### src/rtl/clock_time_controller.sv
// clock_time_controller
// Keeps hours/minutes/seconds from a 1 Hz tick pulse and runs the
// RUN -> SET_HR -> SET_MIN set-mode sequence driven by MODE/INC pulses.
// All state changes on the falling edge of CLK; CLEAR is async active-low.
//
// Handshake: TICK, MODE and INC are single-cycle strobes with no back-pressure.
// Each one is sampled exactly once, on the CLK falling edge where it is high.
// MODE outranks INC and TICK whenever they arrive in the same cycle.
module clock_time_controller #(
    parameter int HOURS   = 24,
    parameter int MINUTES = 60,
    parameter int SECONDS = 60
) (
    input  logic       CLK,
    input  logic       CLEAR,
    input  logic       TICK,
    input  logic       MODE,
    input  logic       INC,
    output logic [5:0] SEC,
    output logic [5:0] MIN,
    output logic [4:0] HR,
    output logic       SET_HR_ACT,
    output logic       SET_MIN_ACT,
    output logic       BLINK,
    output logic       DAY_CARRY
);

    localparam logic [5:0] SEC_MAX = 6'(SECONDS - 1);
    localparam logic [5:0] MIN_MAX = 6'(MINUTES - 1);
    localparam logic [4:0] HR_MAX  = 5'(HOURS - 1);

    typedef enum logic [1:0] {
        ST_RUN     = 2'd0,
        ST_SET_HR  = 2'd1,
        ST_SET_MIN = 2'd2
    } state_e;

    state_e     state_q, state_d;
    logic [5:0] sec_q, sec_d;
    logic [5:0] min_q, min_d;
    logic [4:0] hr_q, hr_d;
    logic       blink_q, blink_d;
    logic       day_carry_q, day_carry_d;
    logic       set_hr_q, set_min_q;

    // Next-state logic: mode sequencing, timekeeping and field editing.
    always_comb begin
        state_d     = state_q;
        sec_d       = sec_q;
        min_d       = min_q;
        hr_d        = hr_q;
        blink_d     = blink_q;
        day_carry_d = 1'b0;

        case (state_q)
            ST_RUN: begin
                if (MODE) begin
                    // Entering SET_HR freezes SEC; a coincident tick is dropped.
                    state_d = ST_SET_HR;
                    blink_d = 1'b0;
                end else if (TICK) begin
                    blink_d = 1'b0;
                    if (sec_q == SEC_MAX) begin
                        sec_d = '0;
                        if (min_q == MIN_MAX) begin
                            min_d = '0;
                            if (hr_q == HR_MAX) begin
                                hr_d        = '0;
                                day_carry_d = 1'b1;
                            end else begin
                                hr_d = hr_q + 5'd1;
                            end
                        end else begin
                            min_d = min_q + 6'd1;
                        end
                    end else begin
                        sec_d = sec_q + 6'd1;
                    end
                end
            end

            ST_SET_HR: begin
                if (MODE) begin
                    state_d = ST_SET_MIN;
                    blink_d = 1'b0;
                end else begin
                    if (TICK) begin
                        blink_d = ~blink_q;
                    end
                    if (INC) begin
                        hr_d = (hr_q == HR_MAX) ? 5'd0 : hr_q + 5'd1;
                    end
                end
            end

            ST_SET_MIN: begin
                if (MODE) begin
                    // Leaving set mode restarts the minute at second zero.
                    state_d = ST_RUN;
                    sec_d   = '0;
                    blink_d = 1'b0;
                end else begin
                    if (TICK) begin
                        blink_d = ~blink_q;
                    end
                    if (INC) begin
                        min_d = (min_q == MIN_MAX) ? 6'd0 : min_q + 6'd1;
                    end
                end
            end

            default: begin
                state_d = ST_RUN;
                blink_d = 1'b0;
            end
        endcase
    end

    // State and output registers, falling-edge clocked with async clear.
    always_ff @(negedge CLK or negedge CLEAR) begin
        if (!CLEAR) begin
            state_q     <= ST_RUN;
            sec_q       <= '0;
            min_q       <= '0;
            hr_q        <= '0;
            blink_q     <= 1'b0;
            day_carry_q <= 1'b0;
            set_hr_q    <= 1'b0;
            set_min_q   <= 1'b0;
        end else begin
            state_q     <= state_d;
            sec_q       <= sec_d;
            min_q       <= min_d;
            hr_q        <= hr_d;
            blink_q     <= blink_d;
            day_carry_q <= day_carry_d;
            set_hr_q    <= (state_d == ST_SET_HR);
            set_min_q   <= (state_d == ST_SET_MIN);
        end
    end

    assign SEC         = sec_q;
    assign MIN         = min_q;
    assign HR          = hr_q;
    assign BLINK       = blink_q;
    assign DAY_CARRY   = day_carry_q;
    assign SET_HR_ACT  = set_hr_q;
    assign SET_MIN_ACT = set_min_q;

endmodule

### config.mk
export PLATFORM = sky130hd
export DESIGN_NAME = clock_time_controller
export DESIGN_NICKNAME = d
export VERILOG_FILES = /design/src/rtl/clock_time_controller.sv
export SDC_FILE = /design/constraint.sdc
export NUM_CORES = 1
export LEC_CHECK = 0
export CAP_MARGIN = 30
export CORE_ASPECT_RATIO = 1.5
export CORE_MARGIN = 2
export CORE_UTILIZATION = 24
export DETAILED_ROUTE_END_ITERATION = 10
export PLACE_DENSITY = 0.53
export SETUP_SLACK_MARGIN = 0.05
export SLEW_MARGIN = 20
export SYNTH_ARGS = -nofsm -noshare
export SYNTH_HDL_FRONTEND = slang
export SYNTH_SLANG_ARGS = --single-unit
### constraint.sdc
create_clock -name CLK -period 2.3 [get_ports CLK]
set_input_delay 0.23 -clock CLK [delete_from_list [all_inputs] [get_ports CLK]]
set_output_delay 0.23 -clock CLK [all_outputs]
set_load 0.05 [all_outputs]
==> flow_metrics.tcl, run 1 <==
set metrics [dict create \
    tightest_slew_ps 384 \
    ys_ff_latch 23 \
    htreeDepth 1 \
    drt_iter0_markers 27 \
    slew_violations 0 \
    worst_path_largest_cell_delay_ps 480 \
    synth_compound_area_frac 0.144 \
    dieHeight_um 94.3 \
    grt_overflow 0 \
    remaining_drc_errors 0 \
    seqCellArea_um2 576 \
    power_uw 3150 \
    slew_headroom 0.744 \
    rsz0062_at_grt "yes" \
    ctsRootBufferMaster "clkbuf_8" \
    syn_to_final_growth_pct 71.8 \
    avgSynthCellArea_um2 9.73 \
    cts_tree "yes" \
    synth_xor_area_frac 0.00672 \
    hold_ws_ps 563 \
    critPathBufInv 1 \
    synth_top_family_by_area "simple AND/OR/NAND/NOR gates" \
    ys_async_sr_fraction 1.00 \
    synth.area.mux_share 0.0595 \
    arrival_ps 2070 \
    postRouteAntennaNets 0 \
    grt.total_usage 0.113 \
    path_delay_family "flip-flops" \
    finish.net_count 210 \
    grt_pass1_vias 1220 \
    worstSkewPairLatency_ps 280 \
    grt_max_degree 24 \
    core-area_mm2 0.00520 \
    synthCells 134 \
    mostFrequentLayoutCells "buf_4 (37), dfrtn_1 (23), buf_12 (22)" \
    status "finished clean" \
    postSynthNetCount 146 \
    via_per_inst 4.56 \
    initial_utilization 0.250 \
    hpwl_mm 2.19 \
    cp_cell_sequence "buf_12" \
    first_pass_iters 4 \
    wire_per_inst_um 11.7 \
    power.leakage_uw 0.00102 \
    synthAdderAreaFrac 0.0672 \
    die_w_um 64.2 \
    yosysSeqAreaShare 0.441 \
    gp_congestion 0.777 \
    synth-edff-count 0 \
    critPathRequiredTime_ps 2070 \
    endpoint_kind "primary output" \
    layout_commonest_cell "buf_4" \
    cts.clk_slew.worst_paths_ps 60 \
    yosys_most_used_dff "dfrtn_1" \
    worstHoldPathType "reg2reg" \
    antenna_cells 0 \
    fin_skew_ps 3.03 \
    grt_antenna_before_repair 0 \
    cts.path.max_buffers 2 \
    grt_pass1_wl_mm 5.41 \
    clock-sinks 23 \
    irDropWorstVdd_v 0.000692 \
    p_per_area_mw_per_mm2 1410 \
    ys_types 35 \
    layout-drive-gt1-share 0.421 \
    wl_mm 3.10 \
    drv_cap 0 \
    io_pins 26 \
    ys_warn_count 0 \
    crit_slowest_cell "dfrtn_1" \
    syn-cell-area_mm2 0.00130 \
    crit_type "reg2out" \
    vias 1208 \
    cts_inserted_buffers 3 \
    worstPathMaxFanout 2 \
    synthSimpleGateAreaFrac 0.239 \
    port_buffers 25 \
    setup_viol 0 \
    start_kind "register" \
    fill_cells 520 \
    hold_viol_final 0 \
    rows 32 \
    multi_input_area_um2 741 \
    die-area_mm2 0.00605 \
]
flip-flops by register name, summed over array words and instances, names as in the netlist:
name,flops
DAY_CARRY,1
MIN,6
SET_MIN_ACT,1
state_q,2
HR,5
SEC,6
BLINK,1
SET_HR_ACT,1
path summary, 6_finish.rpt:
path,startpoint,endpoint,slack (ps),depth (start not counted)
min in group asynchronous,CLEAR,BLINK$_DFFE_NN0P_,1330,2
max in group asynchronous,CLEAR,HR[2]$_DFFE_NN0P_,790,2
worst min-delay path,state_q[0]$_DFF_NN0_,SET_MIN_ACT$_DFF_NN0_,560,3
worst max-delay path,MIN[1]$_DFFE_NN0P_,MIN[1],2,1
worst min register to register,state_q[0]$_DFF_NN0_,SET_MIN_ACT$_DFF_NN0_,560,3
worst max register to register,SEC[0]$_DFFE_NN0P_,HR[4]$_DFFE_NN0P_,100,8
power by group:
part,internal [µW],leakage (µW),switching [µW]
registers,565,0.000281,158
clock network,121,0.0000255,139
logic,1090,0.000718,1080
total,1770,0.00102,1380
final cells by class:
class | instances | area share
well taps | 68 | 0.0380
repair buffers | 64 | 0.347
clock inverters | 1 | 0.00223
flip-flops and latches | 23 | 0.257
inverters | 4 | 0.00670
multi-input cells | 102 | 0.331
clock buffers | 3 | 0.0184
logic make-up (layout without fill, tap and decap cells):
group	Yosys count	count (layout)
buffers and inverters	9	72
XOR/XNOR	1	1
AO/OA/AOI/OAI	26	26
flip-flops	23	23
adder cells (fa/ha/maj)	7	7
AND/OR/NAND/NOR	61	61
multiplexers	7	7
Yosys cell counts (all sizes together) (5+ instances only):
library cell,n,share of area
dfrtn,23,0.44
nor3,5,0.019
nor2,18,0.052
ha,7,0.067
buf,5,0.031
nor2b,5,0.024
nand3,7,0.027
mux2,6,0.052
nand2,12,0.035
o21ai,8,0.031
what timing repair did:
action | in CTS | in global routing
buffers inserted | 16 | 9
endpoints found under the setup margin | 41 | 27
hold buffers | 0 | 0
pin swaps | 3 | 3
gates resized for setup | 22 | 9
per-layer routing:
layer	vias to the layer above	track usage	wire, µm
li1	604	-	-
met1	577	0.131	1330
met2	23	0.201	1620
met3	4	0.0192	104
met4	0	0.0514	48
met5	-	0	0
stage by stage:
step / std cells / util / setup WS (ps) / cell area (µm²) / setup TNS, ps
5_1_grt: 265 / 0.430 / -31.1 / 2240 / -104
4_1_cts: 257 / 0.410 / -7.97 / 2140 / -7.97
2_1_floorplan: 134 / - / -312 / 1320 / -804
6_report: 265 / 0.430 / 1.59 / 2240 / 0
3_3_place_gp: 237 / 0.373 / -773 / 1940 / -12970
3_5_place_dp: 237 / 0.373 / -812 / 1940 / -13230
No activity file was read; power rests on OpenSTA's default activity.
==> run 2: changes to the inputs <==
--- a/config.mk
+++ b/config.mk
@@ -5,12 +5,15 @@
 export SDC_FILE = /design/constraint.sdc
 export NUM_CORES = 1
 export LEC_CHECK = 0
+export ABC_AREA = 1
 export CAP_MARGIN = 30
 export CORE_ASPECT_RATIO = 1.5
 export CORE_MARGIN = 2
 export CORE_UTILIZATION = 24
 export DETAILED_ROUTE_END_ITERATION = 10
+export GPL_TIMING_DRIVEN = 0
 export PLACE_DENSITY = 0.53
+export REMOVE_ABC_BUFFERS = 1
 export SETUP_SLACK_MARGIN = 0.05
 export SLEW_MARGIN = 20
 export SYNTH_ARGS = -nofsm -noshare
==> run 2 against run 1 <==
Via count increased by 12%; final cell count increased by 18%; total power decreased by 12%; design area decreased by 11%; first-iteration DRC count decreased by 22%; setup slack improved by 9.3 ps; clock skew decreased by 0.71 ps; combinational power decreased by 14%; register-to-register slack improved by 430 ps; clock power about the same; die area increased by 6.5%; core utilization decreased by 7.9 points.
==> flow_metrics.tcl, run 2 <==
set metrics [dict create \
    arrival_ps 2060 \
    dieHeight_um 97.3 \
    yosys.area.top_type "dfrtn_1" \
    worstHoldPathType "reg2reg" \
    yosysSeqAreaShare 0.413 \
    tightest_slew_ps 534 \
    worstPathMaxFanout 2 \
    fin_tns_setup_ps 0 \
    wl_mm 3.31 \
    worstSkewPairLatency_ps 280 \
    ctsRootBufferMaster "clkbuf_8" \
    ys_types 22 \
    crit_type "reg2out" \
    grt_max_degree 24 \
    syn_to_final_growth_pct 43.6 \
    cp-endpoint "SEC[2]" \
    port_buffers 25 \
    critPathBufInv 1 \
    layout-drive-gt1-share 0.289 \
    path_delay_family "flip-flops" \
    vias 1348 \
    cts.path.max_buffers 2 \
    fin_cells 314 \
    fin_skew_ps 2.32 \
    grt_overflow 0 \
    p_per_area_mw_per_mm2 1390 \
    avgSynthCellArea_um2 7.41 \
    ys_warn_count 0 \
    die_w_um 66.2 \
    synthCells 188 \
    grt_pass1_vias 1360 \
    status "finished clean" \
    worst_path_largest_cell_delay_ps 460 \
    dp.cells 285 \
    postRouteAntennaNets 0 \
    power.leakage_uw 0.00107 \
    yosysMostFrequentCell "nand2_1" \
    crit_slowest_cell "dfrtn_1" \
    mostFrequentLayoutCells "nand2_1 (56), dfrtn_1 (23), inv_1 (23), buf_4 (23)" \
    worstReg2RegStart "SEC[0]$_DFFE_NN0P_" \
    r2r_end "HR[0]$_DFFE_NN0P_" \
    io_pins 26 \
    rsz0062_at_grt "yes" \
    slew_violations 0 \
    yosys-top-cells-area "dfrtn_1 (41%), nand2_1 (15%), nand3_1 (7.9%), inv_1 (6.5%), ha_1 (6.3%)" \
    yosys_most_used_dff "dfrtn_1" \
    remaining_drc_errors 0 \
    initial_utilization 0.245 \
    clock-sinks 23 \
    ff2ff_setup_slack_ps 530 \
    gp_congestion 0.818 \
    hold_ws_ps 558 \
    setup_viol 0 \
    die-area_mm2 0.00645 \
    grt_antenna_before_repair 0 \
    path_depth 1 \
    cts_tree "yes" \
    finish.net_count 255 \
    postPlaceCellArea_mm2 0.00173 \
    drt_iter0_markers 21 \
    synth-edff-count 0 \
    start_kind "register" \
    hold_viol_final 0 \
    grt_pass1_wl_mm 5.69 \
    grt.total_usage 0.112 \
    antenna_cells 0 \
    layout_commonest_cell "nand2_1" \
    ys_async_sr_fraction 1.00 \
    hpwl_mm 2.34 \
    cp-startpoint "SEC[2]$_DFFE_NN0P_" \
    wire_per_inst_um 10.5 \
    critPathRequiredTime_ps 2070 \
    endpoint_kind "primary output" \
    synthTopCellsByCount "nand2_1 (57), inv_1 (24), dfrtn_1 (23), nand3_1 (22), nor2_1 (16)" \
    core-area_mm2 0.00570 \
    drv_cap 0 \
    cp_cell_sequence "buf_6" \
    first_pass_iters 2 \
    cts.clk_slew.worst_paths_ps 60 \
    slew_headroom 0.644 \
    via_per_inst 4.29 \
    ys_ff_latch 23 \
    synth_top_area_frac 0.413 \
    rows 34 \
    syn-cell-area_mm2 0.00139 \
    finalInstanceArea_mm2 0.00200 \
    irDropWorstVdd_v 0.000476 \
    reg2regPathDepth 10 \
    htreeDepth 1 \
    cts_inserted_buffers 3 \
]
## run 2: changes by cell type in the layout (fill, tap and decap cells not counted), sizes merged, moves of 4 or more
cell   before  now
nand2      12   63
inv         4   26
buf        63   45
nand3       7   24
mux2        6    0
nor2b       5    0
nor3        5    1
o31ai       4    0
## run 2: power by group
part	internal (µW)	total [µW]	leakage (µW)	switching, µW
combinational	702	1860	0.000743	1150
sequential	555	660	0.000303	105
clock	121	257	0.0000255	136
## run 2: cells by family (layout without fill, tap and decap cells)
kind of cell               Yosys count  in the layout  share of synthesized area
adders and majority gates            7              7                     0.0628
xor gates and xnor gates             3              3                     0.0189
DFF                                 23             23                      0.413
and+or+nand+nor                    108            110                      0.343
buffers and inverters               26             78                     0.0700
AOI/OAI and AO/OA                   21             21                     0.0925
## run 2: stage by stage
stage | setup WS (ps) | power, µW | utilization
after floorplan | 124 | 1760 | -
after global placement | -577 | 2170 | 0.304
after detailed placement | -604 | 2190 | 0.303
after CTS | -3.91 | 2740 | 0.346
after global routing | -29.8 | 3010 | 0.351
final | 10.9 | 2770 | 0.351
## run 2: worst min-delay path by stage
stage	startpoint	end	cells after the start
after floorplan	state_q[0]$_DFF_NN0_	state_q[0]$_DFF_NN0_	2
after global placement	HR[4]$_DFFE_NN0P_	HR[4]$_DFFE_NN0P_	2
after detailed placement	HR[4]$_DFFE_NN0P_	HR[4]$_DFFE_NN0P_	2
after CTS	HR[4]$_DFFE_NN0P_	HR[4]$_DFFE_NN0P_	3
after global routing	HR[3]$_DFFE_NN0P_	HR[3]$_DFFE_NN0P_	3
final	HR[1]$_DFFE_NN0P_	HR[1]$_DFFE_NN0P_	3
## run 2: metal layers
metal | track usage | share of wire | vias up
li1 | - | - | 710
met3 | 0.0209 | 0.025 | 6
met1 | 0.122 | 0.40 | 615
met4 | 0.0628 | 0.026 | 0
met5 | 0 | 0 | -
met2 | 0.196 | 0.54 | 17
## run 2: timing repair
| action | 4_1_cts | 5_1_grt |
|---|---|---|
| buffers inserted | 21 | 2 |
| cloned | 1 | 1 |
| endpoints found under the hold margin | 0 | 0 |
| pin swaps | 2 | 2 |
| setup endpoints to repair | 40 | 38 |
| hold buffers | 0 | 0 |
| gates resized for setup | 153 | 8 |
## run 2: layout make-up
cell class                 count  area [µm²]
clock buffer                   3        41.3
clock inverter                 1        5.00
fill                         614        3700
inverter                      26        97.6
multi-input combinational    141         759
sequential                    23         576
tap                           72        90.1
timing repair buffer          48         433
==> run 3: changes to the inputs <==
--- a/config.mk
+++ b/config.mk
@@ -14,7 +14,7 @@
 export GPL_TIMING_DRIVEN = 0
 export PLACE_DENSITY = 0.53
 export REMOVE_ABC_BUFFERS = 1
-export SETUP_SLACK_MARGIN = 0.05
+export SETUP_SLACK_MARGIN = 0.3
 export SLEW_MARGIN = 20
 export SYNTH_ARGS = -nofsm -noshare
 export SYNTH_HDL_FRONTEND = slang
==> run 3 against run 2 <==
Clock power about the same; combinational power is 5% higher; count of clock-buffer cells in the layout did not move; first-iteration DRC count increased by 120%; critical path depth unchanged; critical path type unchanged; sequential share of layout area is 1.5 points lower; non-clock buffer count grew 2; critical endpoint unchanged.
==> flow_metrics.tcl, run 3 (same netlist as run 2, synthesis figures left out) <==
set metrics [dict create \
    arrival_ps 2060 \
    clkPwrFrac 0.090 \
    wire_per_inst_um 10.9 \
    p_per_area_mw_per_mm2 1360 \
    r2r_end "MIN[0]$_DFFE_NN0P_" \
    initial_utilization 0.245 \
    path_depth 1 \
    layout-drive-gt1-share 0.352 \
    seqCellArea_um2 576 \
    p_sw_uw 1450 \
    cts.path.max_buffers 2 \
    status "finished clean" \
    slew_headroom 0.631 \
    intPower_uw 1410 \
    clock-sinks 23 \
    endpoint_kind "primary output" \
    crit_slowest_cell "dfrtn_1" \
    cts.clk_slew.worst_paths_ps 60 \
    start_kind "register" \
    slew_violations 0 \
    grt.total_usage 0.117 \
    io_pins 26 \
    hold_viol_final 0 \
    path_delay_family "flip-flops" \
    hold_ws_ps 558 \
    setup_viol 0 \
    combPwrFrac 0.680 \
    gp_congestion 0.818 \
    layout_commonest_cell "nand2_1" \
    die_w_um 66.2 \
    drt_iter0_markers 47 \
    tightest_slew_ps 553 \
    worstReg2RegStart "SEC[0]$_DFFE_NN0P_" \
    worstHoldPathType "reg2reg" \
    rsz0062_at_grt "yes" \
    rows 34 \
    port_buffers 25 \
    cts_inserted_buffers 3 \
    pwr-share-seq 0.230 \
    postRouteAntennaNets 0 \
    worstSkewPairLatency_ps 280 \
    cts_hold_buf 0 \
    mostFrequentLayoutCells "nand2_1 (47), buf_4 (24), dfrtn_1 (23)" \
    via_per_inst 4.34 \
    die-area_mm2 0.00645 \
    syn_to_final_growth_pct 51.3 \
    vias 1373 \
    grt_antenna_before_repair 0 \
    power_uw 2860 \
    remaining_drc_errors 0 \
    cp-endpoint "SEC[2]" \
    fin_skew_ps 1.65 \
    grt_max_degree 24 \
    irDropWorstVdd_v 0.000497 \
    cts_tree "yes" \
    finish.net_count 257 \
    ff2ff_setup_slack_ps 470 \
    ctsRootBufferMaster "clkbuf_8" \
    worst_path_largest_cell_delay_ps 450 \
    first_pass_iters 3 \
    reg2regPathDepth 8 \
    grt_pass1_vias 1368 \
    grt_pass1_wl_mm 5.89 \
    core-area_mm2 0.00570 \
    swShare 0.508 \
    antenna_cells 0 \
    fill_cells 601 \
    drv_cap 0 \
    cp_cell_sequence "buf_6" \
    fin_tns_setup_ps 0 \
    power.leakage_uw 0.00111 \
    crit_type "reg2out" \
    cp-startpoint "SEC[2]$_DFFE_NN0P_" \
    critPathBufInv 1 \
    htreeDepth 1 \
    hpwl_mm 2.34 \
    multi_input_area_um2 808 \
    worstPathMaxFanout 2 \
    dieHeight_um 97.3 \
    grt_overflow 0 \
    critPathRequiredTime_ps 2070 \
    wl_mm 3.45 \
]
[run 3: cell types whose count changed in the layout (fill, tap and decap cells not counted), sizes merged]
cell	change
inv	-1
dlygate4sd2	-1
clkbuf	-2
clkinv	+1
buf	+5
[run 3: area by class of cell]
type                    instances  area share
multi-input cells             141       0.383
flip-flops and latches         23       0.273
repair buffers                 50       0.227
inverters                      26      0.0522
well taps                      72      0.0427
clock buffers                   3      0.0196
clock inverters                 1     0.00237
[run 3: how the worst min path moves through the flow]
stage | depth (start not counted) | end | startpoint
final | 3 | HR[1]$_DFFE_NN0P_ | HR[1]$_DFFE_NN0P_
after CTS | 3 | HR[4]$_DFFE_NN0P_ | HR[4]$_DFFE_NN0P_
after detailed placement | 2 | HR[4]$_DFFE_NN0P_ | HR[4]$_DFFE_NN0P_
after global routing | 3 | HR[3]$_DFFE_NN0P_ | HR[3]$_DFFE_NN0P_
after global placement | 2 | HR[4]$_DFFE_NN0P_ | HR[4]$_DFFE_NN0P_
after floorplan | 2 | state_q[0]$_DFF_NN0_ | state_q[0]$_DFF_NN0_
[run 3: routing by layer]
metal / wire [µm] / global-route usage
met2: 1860 / 0.208
met1: 1380 / 0.127
met3: 87 / 0.0209
met5: 0 / 0
met4: 118 / 0.0581
[run 3: power groups by stage]
stage	registers [µW]	clock network, µW	logic [µW]
2_1_floorplan	1100	0	654
3_3_place_gp	724	0	1450
3_5_place_dp	727	0	1460
4_1_cts	662	270	1880
5_1_grt	677	287	2140
6_report	659	258	1950
[run 3: stage by stage]
| step | cells | setup slack [ps] | instance area (µm²) | util |
|---|---|---|---|---|
| after detailed placement | 285 | -604 | 1730 | 0.303 |
| after global placement | 285 | -577 | 1730 | 0.304 |
| final | 316 | 12.5 | 2110 | 0.370 |
| after CTS | 312 | -3.91 | 2010 | 0.353 |
| after floorplan | 188 | 124 | 1390 | - |
| after global routing | 316 | -29.8 | 2110 | 0.370 |
[run 3: repair_timing]
action | 4_1_cts | 5_1_grt
endpoints found under the setup margin | 44 | 30
gates cloned | 2 | 0
buffers inserted | 21 | 4
pin swaps | 7 | 9
resized for setup | 176 | 19
